==> src/rtl/mioc_dma_arbiter.sv <==
// mioc_dma_arbiter
// Hands the ADAM system bus from the Z80 to the master 6801 for DMA into DRAM.
// Runs the BUSRQ_N/BUSAK_N handshake, takes the Z80 address buffers off the
// bus, grants the 6801 through IS3_N, and hands the bus back in reverse order.
// A shared counter provides the bus-settle holdoffs and the BUSAK_N watchdog.
//
// state    | meaning
// ---------+------------------------------------------------------------
// IDLE     | Z80 owns the bus, waiting for a DMA request outside refresh
// REQ      | BUSRQ_N asserted, waiting for BUSAK_N (watchdog running)
// SETTLE   | Z80 buffers disabled, letting the bus settle before grant
// GRANT    | 6801 owns the bus (IS3_N low) until its request drops
// UNSETTLE | grant removed, letting the bus settle before buffers return
// RELWAIT  | BUSRQ_N released, waiting for BUSAK_N high (watchdog running)

module mioc_dma_arbiter #(
  parameter int TIMEOUT_CYCLES = 255,
  parameter int HOLDOFF_CYCLES = 2,
  parameter int CNT_W          = 8
) (
  input  logic i_b_phi,
  input  logic i_rst_n,
  input  logic i_dma_n,
  input  logic i_busak_n,
  input  logic i_brfsh_n,
  output logic o_busrq_n,
  output logic o_addrbufen_n,
  output logic o_is3_n,
  output logic o_dma_active,
  output logic o_timeout_err
);

  typedef enum logic [2:0] {
    S_IDLE     = 3'd0,
    S_REQ      = 3'd1,
    S_SETTLE   = 3'd2,
    S_GRANT    = 3'd3,
    S_UNSETTLE = 3'd4,
    S_RELWAIT  = 3'd5
  } state_t;

  localparam logic [CNT_W-1:0] C_TO_LAST = CNT_W'(TIMEOUT_CYCLES - 1);
  localparam logic [CNT_W-1:0] C_HO_LAST = CNT_W'(HOLDOFF_CYCLES - 1);

  state_t           r_state;
  state_t           w_state_nxt;
  logic [CNT_W-1:0] r_cnt;
  logic [CNT_W-1:0] w_cnt_nxt;
  logic [CNT_W-1:0] w_cnt_inc;
  logic             w_err_set;

  logic r_sync1;
  logic r_sync2;
  logic w_dma_req;

  logic r_busrq_n;
  logic r_addrbufen_n;
  logic r_is3_n;
  logic r_dma_active;
  logic r_timeout_err;

  logic w_busrq_nxt;
  logic w_addrbufen_nxt;
  logic w_is3_nxt;
  logic w_dma_active_nxt;

  // DMA_N comes from the 6801 clock domain; two flops before the FSM sees it
  always_ff @(posedge i_b_phi or negedge i_rst_n) begin
    if (!i_rst_n) begin
      r_sync1 <= 1'b1;
      r_sync2 <= 1'b1;
    end else begin
      r_sync1 <= i_dma_n;
      r_sync2 <= r_sync1;
    end
  end

  assign w_dma_req = ~r_sync2;

  // Counter holds at all-ones so a stuck handshake can never wrap it back to a short count
  assign w_cnt_inc = (r_cnt == {CNT_W{1'b1}}) ? r_cnt : r_cnt + 1'b1;

  // State register, counter and sticky watchdog flag
  always_ff @(posedge i_b_phi or negedge i_rst_n) begin
    if (!i_rst_n) begin
      r_state       <= S_IDLE;
      r_cnt         <= '0;
      r_timeout_err <= 1'b0;
    end else begin
      r_state       <= w_state_nxt;
      r_cnt         <= w_cnt_nxt;
      r_timeout_err <= r_timeout_err | w_err_set;
    end
  end

  // Next-state and counter decisions; every state change restarts the counter
  always_comb begin
    w_state_nxt = r_state;
    w_cnt_nxt   = r_cnt;
    w_err_set   = 1'b0;
    case (r_state)
      S_IDLE: begin
        // Refresh only defers the start; once in REQ the Z80 sorts refresh out itself
        if (w_dma_req && i_brfsh_n) begin
          w_state_nxt = S_REQ;
          w_cnt_nxt   = '0;
        end
      end
      S_REQ: begin
        if (!w_dma_req) begin
          w_state_nxt = S_RELWAIT;
          w_cnt_nxt   = '0;
        end else if (!i_busak_n) begin
          w_state_nxt = S_SETTLE;
          w_cnt_nxt   = '0;
        end else if (r_cnt >= C_TO_LAST) begin
          w_err_set   = 1'b1;
          w_state_nxt = S_RELWAIT;
          w_cnt_nxt   = '0;
        end else begin
          w_cnt_nxt = w_cnt_inc;
        end
      end
      S_SETTLE: begin
        if (r_cnt >= C_HO_LAST) begin
          w_state_nxt = S_GRANT;
          w_cnt_nxt   = '0;
        end else begin
          w_cnt_nxt = w_cnt_inc;
        end
      end
      S_GRANT: begin
        if (!w_dma_req) begin
          w_state_nxt = S_UNSETTLE;
          w_cnt_nxt   = '0;
        end
      end
      S_UNSETTLE: begin
        if (r_cnt >= C_HO_LAST) begin
          w_state_nxt = S_RELWAIT;
          w_cnt_nxt   = '0;
        end else begin
          w_cnt_nxt = w_cnt_inc;
        end
      end
      S_RELWAIT: begin
        if (i_busak_n) begin
          w_state_nxt = S_IDLE;
          w_cnt_nxt   = '0;
        end else if (r_cnt >= C_TO_LAST) begin
          w_err_set   = 1'b1;
          w_state_nxt = S_IDLE;
          w_cnt_nxt   = '0;
        end else begin
          w_cnt_nxt = w_cnt_inc;
        end
      end
      default: begin
        w_state_nxt = S_IDLE;
        w_cnt_nxt   = '0;
      end
    endcase
  end

  // Pin levels decoded from the state being entered, so the registered pins
  // change on the same edge as the state. Grant is only ever decoded inside
  // the buffers-off / bus-requested window.
  always_comb begin
    w_busrq_nxt      = 1'b1;
    w_addrbufen_nxt  = 1'b0;
    w_is3_nxt        = 1'b1;
    w_dma_active_nxt = 1'b0;
    case (w_state_nxt)
      S_REQ: begin
        w_busrq_nxt = 1'b0;
      end
      S_SETTLE, S_UNSETTLE: begin
        w_busrq_nxt      = 1'b0;
        w_addrbufen_nxt  = 1'b1;
        w_dma_active_nxt = 1'b1;
      end
      S_GRANT: begin
        w_busrq_nxt      = 1'b0;
        w_addrbufen_nxt  = 1'b1;
        w_is3_nxt        = 1'b0;
        w_dma_active_nxt = 1'b1;
      end
      default: begin
      end
    endcase
  end

  // Registered pins; reset puts the Z80 back on the bus without waiting for a clock
  always_ff @(posedge i_b_phi or negedge i_rst_n) begin
    if (!i_rst_n) begin
      r_busrq_n     <= 1'b1;
      r_addrbufen_n <= 1'b0;
      r_is3_n       <= 1'b1;
      r_dma_active  <= 1'b0;
    end else begin
      r_busrq_n     <= w_busrq_nxt;
      r_addrbufen_n <= w_addrbufen_nxt;
      r_is3_n       <= w_is3_nxt;
      r_dma_active  <= w_dma_active_nxt;
    end
  end

  assign o_busrq_n     = r_busrq_n;
  assign o_addrbufen_n = r_addrbufen_n;
  assign o_is3_n       = r_is3_n;
  assign o_dma_active  = r_dma_active;
  assign o_timeout_err = r_timeout_err;

endmodule
==> config.mk <==
export PLATFORM = sky130hd
export DESIGN_NAME = mioc_dma_arbiter
export DESIGN_NICKNAME = d
export VERILOG_FILES = /design/src/rtl/mioc_dma_arbiter.sv
export SDC_FILE = /design/constraint.sdc
export NUM_CORES = 1
export LEC_CHECK = 0
export ABC_CLOCK_PERIOD_IN_PS = 1900
export BUFFER_PORTS_ARGS = -buffer_cell sky130_fd_sc_hd__buf_4
export CORE_ASPECT_RATIO = 1.25
export CORE_MARGIN = 2
export CORE_UTILIZATION = 41
export CTS_CLUSTER_SIZE = 12
export DETAILED_ROUTE_END_ITERATION = 8
export GPL_TIMING_DRIVEN = 0
export SYNTH_ARGS = -nofsm -noshare
export SYNTH_HDL_FRONTEND = slang
export SYNTH_SLANG_ARGS = --single-unit
==> constraint.sdc <==
create_clock -name i_b_phi -period 1.9 [get_ports i_b_phi]
set_clock_uncertainty 0.1 [all_clocks]
set_input_delay 0.095 -clock i_b_phi [delete_from_list [all_inputs] [get_ports i_b_phi]]
set_output_delay 0.095 -clock i_b_phi [all_outputs]
set_load 0.05 [all_outputs]
==> impl_metrics.tcl <==
set metrics [dict create \
    status "completed" \
    clock_power_share_pct 9.7 \
    dpl_cell_area_mm2 0.001117 \
    switching_power_mw 0.8612 \
    drcViolationCount 0 \
    path_cells "inv_2, ha_2, o211ai_1, nor2_4, o32ai_4, and3_1, a221o_1" \
    die_w_um 48.36 \
    arrival_ns 1.95 \
    whs_ns 0.02995 \
    tightest_slew_ns 0.3674 \
    mostFrequentLayoutCells "buf_4 (23), dfrtp_1 (13), nor2_1 (7), inv_1 (6)" \
    cts_tree "built" \
    cap_violations 0 \
    path_class "reg2reg" \
    critPathMaxStageDelay_ns 0.43 \
    insertion_delay_ns 0.29 \
    grt_overflow 0 \
    irDropWorstVdd_uv 683.6 \
    clockRootBuffer "clkbuf_4" \
    slew_headroom_pct 75.25 \
    ys_types 38 \
    finish.utilization_pct 56.16 \
    slew_viol_final 0 \
    start_util_pct 42.42 \
    dp_hpwl_um 1377 \
    hold_viol 0 \
    endpoint_kind "flop" \
    hold_path_class "in2reg" \
    grtUsageTotal_pct 16.27 \
    finalSetupViolCount 0 \
    drtIter0Drc 25 \
    switching_share_pct 42.41 \
    internal_power_mw 1.170 \
    cp_max_fo 6 \
    numCtsBuffers 3 \
    synthCells 104 \
    core_mm2 0.002377 \
    syn_nets 113 \
    port_buffers 9 \
    clkTransAtPathRegs_ns 0.11 \
    p_leak_nw 0.6136 \
    cp-start-kind "flop" \
    final_common_cell "buf_4" \
    diodes 0 \
    area_growth_pct 32.38 \
    combinationalPowerShare_pct 66.3 \
    grt_max_degree 18 \
    syn-cell-area_mm2 0.001008 \
    rows 20 \
    max_freq_mhz 537.1 \
    ys_seq_elements 17 \
    powerDensity_mw_per_mm2 1521 \
    syn-mean-instance-area_um2 9.697 \
    drive_above_1_share_pct 38.81 \
    antenna_found_initial 0 \
    synth-seq-area-share_pct 42.68 \
    die_h_um 59.45 \
    rsz0062_at_grt "true" \
    drt_wl_total_um 2172 \
    layout.nets 144 \
    required_ns 1.99 \
    post_drt_wl_per_cell_um 13.01 \
    grt_pass1_vias 791 \
    cpMaxStageDelayCell "dfrtp_1" \
    min_period_ns 1.862 \
    h-tree-depth 1 \
    ios 10 \
    ant_nets 0 \
    num_vias 862 \
    ys.warnings.count 0 \
    fp.dieArea_mm2 0.002875 \
    total_power_mw 2.031 \
    clkSinkCount 17 \
    final_cell_area_mm2 0.001335 \
    grt_pass1_wl_um 3581 \
    cts_buffer_depth 2 \
    seq_power_share_pct 24.0 \
    vias_per_cell 5.162 \
    drt-pass1-iter-count 4 \
    post-route-period-util_pct 98.00 \
    gp_congestion 0.7624 \
]
[final timing paths]
kind | startpoint | end | slack [ns] | cells after the start
worst max-delay path | r_cnt[0] | r_cnt[3] | 0.04 | 7
worst min-delay path | i_busak_n | r_state[0] | 0.03 | 3
worst max register to register | r_cnt[0] | r_cnt[3] | 0.04 | 7
worst min register to register | r_sync1 | r_sync2 | 0.26 | 0
max in group asynchronous | i_rst_n | r_sync1 | 1.34 | 2
min in group asynchronous | i_rst_n | r_cnt[6] | 0.10 | 2
[state kept, by name, summed over array words and instances, names as in the netlist]
name	count
r_cnt	8
r_sync2	1
o_busrq_n	1
r_sync1	1
o_is3_n	1
o_timeout_err	1
o_dma_active	1
r_state	3
[power groups by stage]
stage	clock [mW]	sequential, mW	combinational [mW]
6_report	0.197	0.488	1.35
5_1_grt	0.221	0.499	1.45
4_1_cts	0.206	0.487	1.17
3_5_place_dp	0	0.501	0.974
3_3_place_gp	0	0.497	0.960
2_1_floorplan	0	0.585	0.681
[synthesized netlist by cell type (all sizes together)]
cell type | n | share of area [%]
a21o | 1 | 0.74
a21oi | 9 | 6.0
a221o | 1 | 0.99
a221oi | 1 | 0.87
a31oi | 1 | 0.62
a32o | 1 | 0.99
and3 | 4 | 2.5
buf | 5 | 3.3
dfrtp | 13 | 32
dfstp | 4 | 10
ha | 4 | 5.0
inv | 8 | 3.0
mux2i | 1 | 0.99
nand2 | 6 | 2.2
nand2b | 1 | 0.62
nand3 | 4 | 2.0
nand3b | 4 | 3.0
nand4 | 1 | 0.62
nor2 | 8 | 3.2
nor2b | 5 | 3.1
nor3 | 2 | 0.99
nor3b | 1 | 0.74
nor4 | 1 | 1.2
nor4b | 1 | 1.5
o211ai | 3 | 2.2
o21ai | 8 | 4.0
o22a | 1 | 0.87
o2bb2ai | 1 | 0.87
o31ai | 1 | 0.74
o32ai | 1 | 2.7
or3b | 1 | 0.87
xnor2 | 1 | 0.87
[critical path: cells and delay by family, from the launching register on]
family	cells	cell delay, ns
AOI/OAI and AO/OA	3	0.55
DFF	1	0.43
and+or+nand+nor	2	0.43
adders and majority gates	1	0.16
buffers and inverters	1	0.10
[timing repair]
item	4_1_cts	5_1_grt
hold endpoints to repair	18	0
buffers inserted	5	9
setup endpoints to repair	10	12
cloned	1	0
pin swaps	6	8
hold buffers	2	0
resized for setup	8	10
[metrics by stage]
step	TNS (ns)	cells	worst slack, ns
finish	0	167	0.03803
global route	-0.2412	167	-0.05740
CTS	-0.1572	158	-0.04920
detailed placement	-0.6622	146	-0.1123
global placement	-0.4962	146	-0.09863
floorplan	0	104	0.1242
[per-layer routing]
layer	track usage (%)	up-vias	share of wire [%]
met1	19.94	417	47
li1	-	432	-
met5	0	-	0
met4	7.347	0	1.2
met3	2.525	4	1.9
met2	28.57	9	50
[cell families after synthesis]
group / after synthesis / synth area share, %
AND/OR/NAND/NOR: 39 / 22.58
XOR/XNOR: 1 / 0.8686
adder cells (fa/ha/maj): 4 / 4.963
multiplexers: 1 / 0.9926
AO/OA/AOI/OAI: 29 / 21.59
flip-flops: 17 / 42.68
buffers and inverters: 13 / 6.327
[area by class of cell]
| type | count | area [µm²] |
|---|---|---|
| Buffer | 5 | 33.78 |
| Timing Repair Buffer | 26 | 207.7 |
| Inverter | 8 | 30.03 |
| Clock buffer | 4 | 26.28 |
| Sequential cell | 17 | 430.4 |
| Tap cell | 33 | 41.29 |
| Multi-Input combinational cell | 74 | 565.5 |
| Fill cell | 217 | 1042 |
Power figures use the tool's default switching activity.
